### config.mk
export PLATFORM = sky130hd
export DESIGN_NAME = uart_rx_frontend
export DESIGN_NICKNAME = d
export VERILOG_FILES = /design/src/rtl/uart_rx_frontend.sv
export SDC_FILE = /design/constraint.sdc
export NUM_CORES = 1
export LEC_CHECK = 0
export CAP_MARGIN = 20
export CELL_PAD_IN_SITES_DETAIL_PLACEMENT = 1
export CELL_PAD_IN_SITES_GLOBAL_PLACEMENT = 2
export CORE_MARGIN = 8
export CORE_UTILIZATION = 36
export CTS_CLUSTER_DIAMETER = 200
export DETAILED_ROUTE_END_ITERATION = 7
export PLACE_DENSITY = 0.76
export SYNTH_ARGS = -nofsm -noshare
export SYNTH_HDL_FRONTEND = slang
export SYNTH_SLANG_ARGS = --single-unit
### constraint.sdc
create_clock -name clk -period 2.7 [get_ports clk]
set_input_delay 0.675 -clock clk [delete_from_list [all_inputs] [get_ports clk]]
set_output_delay 0.675 -clock clk [all_outputs]
set_load 0.005 [all_outputs]
### src/rtl/uart_rx_frontend.sv
// uart_rx_frontend: 8N1 serial receiver, LSB first, mid-bit sampling.
// Ports:
//   clk        - single clock, all logic on posedge
//   rst        - synchronous active-low reset
//   rx_serial  - asynchronous serial line, idle high
//   rx_data    - received byte, valid while rx_valid is high, held otherwise
//   rx_valid   - one-cycle pulse per good frame
//   frame_err  - one-cycle pulse when the stop bit samples low
//   busy       - high whenever the receiver is not idle
module uart_rx_frontend #(
    parameter int CLKS_PER_BIT = 868,
    parameter int SYNC_STAGES  = 2
) (
    input  logic       clk,
    input  logic       rst,
    input  logic       rx_serial,
    output logic [7:0] rx_data,
    output logic       rx_valid,
    output logic       frame_err,
    output logic       busy
);

    localparam logic [15:0] HALF_M1 = 16'(CLKS_PER_BIT / 2 - 1);
    localparam logic [15:0] BIT_M1  = 16'(CLKS_PER_BIT - 1);

    typedef enum logic [2:0] {
        IDLE,
        START,
        DATA,
        STOP,
        BRK
    } state_t;

    state_t                 state;
    logic [15:0]            clk_cnt;
    logic [2:0]             bit_idx;
    logic [7:0]             shift;
    logic [SYNC_STAGES-1:0] sync_q;
    logic                   rx_s;

    // Synchroniser chain; resets to the idle (high) line level so a
    // reset never looks like a start edge by itself.
    always_ff @(posedge clk) begin
        if (!rst) begin
            sync_q <= '1;
        end else begin
            sync_q <= {sync_q[SYNC_STAGES-2:0], rx_serial};
        end
    end

    assign rx_s = sync_q[SYNC_STAGES-1];
    assign busy = (state != IDLE);

    always_ff @(posedge clk) begin
        rx_valid  <= 1'b0;
        frame_err <= 1'b0;
        if (!rst) begin
            state   <= IDLE;
            clk_cnt <= '0;
            bit_idx <= '0;
            shift   <= '0;
            rx_data <= '0;
        end else begin
            unique case (state)
                IDLE: begin
                    clk_cnt <= '0;
                    if (!rx_s) begin
                        state <= START;
                    end
                end
                // Re-check the start bit half a bit in; a high line
                // there means the falling edge was a glitch.
                START: begin
                    if (clk_cnt == HALF_M1) begin
                        clk_cnt <= '0;
                        bit_idx <= '0;
                        state   <= rx_s ? IDLE : DATA;
                    end else begin
                        clk_cnt <= clk_cnt + 16'd1;
                    end
                end
                DATA: begin
                    if (clk_cnt == BIT_M1) begin
                        clk_cnt         <= '0;
                        shift[bit_idx]  <= rx_s;
                        if (bit_idx == 3'd7) begin
                            state <= STOP;
                        end else begin
                            bit_idx <= bit_idx + 3'd1;
                        end
                    end else begin
                        clk_cnt <= clk_cnt + 16'd1;
                    end
                end
                STOP: begin
                    if (clk_cnt == BIT_M1) begin
                        clk_cnt <= '0;
                        if (rx_s) begin
                            rx_data  <= shift;
                            rx_valid <= 1'b1;
                            state    <= IDLE;
                        end else begin
                            frame_err <= 1'b1;
                            state     <= BRK;
                        end
                    end else begin
                        clk_cnt <= clk_cnt + 16'd1;
                    end
                end
                // Line held low after a bad stop bit: wait for it to
                // return high so the break is not taken as a new start.
                BRK: begin
                    clk_cnt <= '0;
                    if (rx_s) begin
                        state <= IDLE;
                    end
                end
                default: begin
                    state   <= IDLE;
                    clk_cnt <= '0;
                end
            endcase
        end
    end

endmodule

==> flow_metrics.tcl <==
set metrics [dict create \
    status "finished, final reports clean" \
    dpl.hpwl_mm 2.97 \
    drive_gt1_share_pct 8.70 \
    place_inst 295 \
    post-route-drc-count 0 \
    area_growth_pct 14.9 \
    clock_skew_ns 0.00623 \
    port-buffer-count 13 \
    worst_pin_slew_ns 0.507 \
    wl_per_cell_um 13.5 \
    ctsResizeCount 0 \
    slew_viol_final 0 \
    antenna_left 0 \
    die-area_um2 8070 \
    start_kind "flip-flop" \
    p_leak_nw 0.805 \
    firstDrtPassIters 4 \
    seq_area_frac_synth_pct 42.9 \
    setup_tns_ns 0 \
    cts_buffers 5 \
    max_slew_margin_pct 66.2 \
    antenna_found_initial 0 \
    syn-cell-area_um2 1960 \
    power_per_cell_area_nw_per_um2 514 \
    die_w_um 89.8 \
    arrival_ns 2.48 \
    rsz0062_at_grt "no" \
    drtIter0Drc 43 \
    fin_crit_sh_pct 85.5 \
    async_reset_ff_share_pct 0 \
    clock_sinks 42 \
    min_path_cells 1 \
    timing.rr.start "clk_cnt[12]" \
    yosysWarnings 0 \
    cts_hold_buf 0 \
    n_antenna_cell 0 \
    hold_violations 0 \
    hold_slack_ns 0.419 \
    initial_core_util_pct 36.5 \
    holdCritPathClass "flip-flop to flip-flop" \
    fmax_ghz 0.433 \
    irDropWorstVdd_v 0.000313 \
    synthFlopType "dfxtp_1" \
    path_max_fanout 16 \
    synth-seq-cells 42 \
    routed_via_density 4.87 \
    final_net_count 237 \
    synth-edff-count 0 \
    min_from "sync_q[0]" \
    grt.overflow.total 0 \
    synthCells 216 \
    maxCapViolations 0 \
    gp_congestion 0.691 \
    path_class "flip-flop to flip-flop" \
    first_global_vias 1565 \
    final_cells 302 \
    syn_avg_cell_area_um2 9.08 \
    cts_root_buf "clkbuf_8" \
    required_ns 2.87 \
    vias 1472 \
    cts_tree "yes" \
    cp-startpoint "clk_cnt[12]" \
    coreArea_um2 5370 \
    grt_util_all_layers_pct 10.7 \
    grt_max_degree 28 \
    final_cell_mix "dfxtp_1 (42), nor2_1 (28), mux2i_1 (16), nor2b_1 (16), nand2_1 (14)" \
    grt_pass1_wl_mm 7.29 \
    die_h_um 89.8 \
    power.total_mw 1.16 \
    worstRegToRegCells 5 \
    post-cts-setup-buffers 0 \
    placed_cell_area_um2 2140 \
    yosysUniqueCellTypes 37 \
    endpoint_kind "flip-flop" \
    num_io_pins 14 \
    synth_fp_nets 223 \
    layout_min_cycle_time_ns 2.31 \
    setup_violations 0 \
    clk_pin_slew_ns 0.08 \
    routed_wl_mm 4.07 \
    final_common_cell "dfxtp_1" \
    cts_buffer_depth 2 \
    rows 27 \
    postLayoutCellArea_um2 2250 \
    ctsHtreeMaxLevel 2 \
    worstSkewPairLatency_ns 0.29 \
]
final cells by class:
type	count	area [um^2]
Clock inverter	1	30.0
Inverter	6	22.5
Timing Repair Buffer	18	168
Multi-Input combinational cell	157	1020
Fill cell	625	3120
Sequential cell	42	841
Clock buffer	6	82.6
Tap cell	72	90.1
per-stage QoR:
stage	worst slack, ns	util, %
after floorplan	0.455	-
after global placement	0.429	39.9
after detailed placement	0.398	39.9
after CTS	0.373	42.0
after global routing	0.235	42.0
final	0.392	42.0
flip-flops by register name (all words and copies together), names as in the netlist:
name / cells
bit_idx: 3
rx_valid: 1
frame_err: 1
state: 3
sync_q: 2
rx_data: 8
shift: 8
clk_cnt: 16
routing by layer:
layer	share of wire, %	vias up	GRT usage, %	wire [um]
li1	-	761	-	-
met1	52	696	13.7	2140
met3	2.3	4	2.99	95
met2	44	11	16.6	1790
met4	1.1	0	3.95	46
met5	0	-	0	0
cells in the mapped netlist, drive strengths merged, types with 2 or more instances:
master / instances / area share [%]
a21oi: 2 / 0.51
inv: 6 / 1.1
nand2b: 6 / 1.9
or3: 2 / 0.89
o21ai: 3 / 0.77
or4: 4 / 1.7
nor2b: 16 / 5.1
clkbuf: 4 / 0.77
ha: 4 / 2.6
or3b: 4 / 1.8
nand3b: 2 / 0.77
mux2i: 16 / 8.2
buf: 6 / 2.8
dfxtp: 42 / 43
nand2: 14 / 2.7
nand4: 5 / 1.6
xnor2: 9 / 4.0
nor2: 28 / 5.4
nand3: 10 / 2.6
nor3b: 3 / 1.1
o22ai: 3 / 0.96
xor2: 6 / 2.7
nor4: 6 / 1.9
nor3: 5 / 1.3
worst max-delay path, stage by stage (launching register included):
cell and delay (ns):
dfxtp_1 0.33, or4_1 0.63, or4_1 0.67, nand2_1 0.16, a211o_2 0.32, nor2_1 0.08
path summary, 6_finish.rpt:
path	slack, ns	to
worst min-delay path	0.42	sync_q[1]
worst min register to register	0.42	sync_q[1]
worst max-delay path	0.39	clk_cnt[2]
worst max register to register	0.39	clk_cnt[2]
logic make-up after synthesis:
family / count (synthesis) / share of synthesized area (%)
simple gates: 109 / 30.3
compound gates: 13 / 4.27
mux: 16 / 8.16
flops: 42 / 42.9
buf+inv: 17 / 5.17
xor+xnor: 15 / 6.70
fa+ha+maj: 4 / 2.55
power breakdown:
group          internal, mW  total [mW]  switching (mW)
clock network         0.296       0.502           0.206
registers             0.621       0.626         0.00507
logic                0.0162      0.0310          0.0148
total                 0.933        1.16           0.226
(Power assumes the default switching activity.)
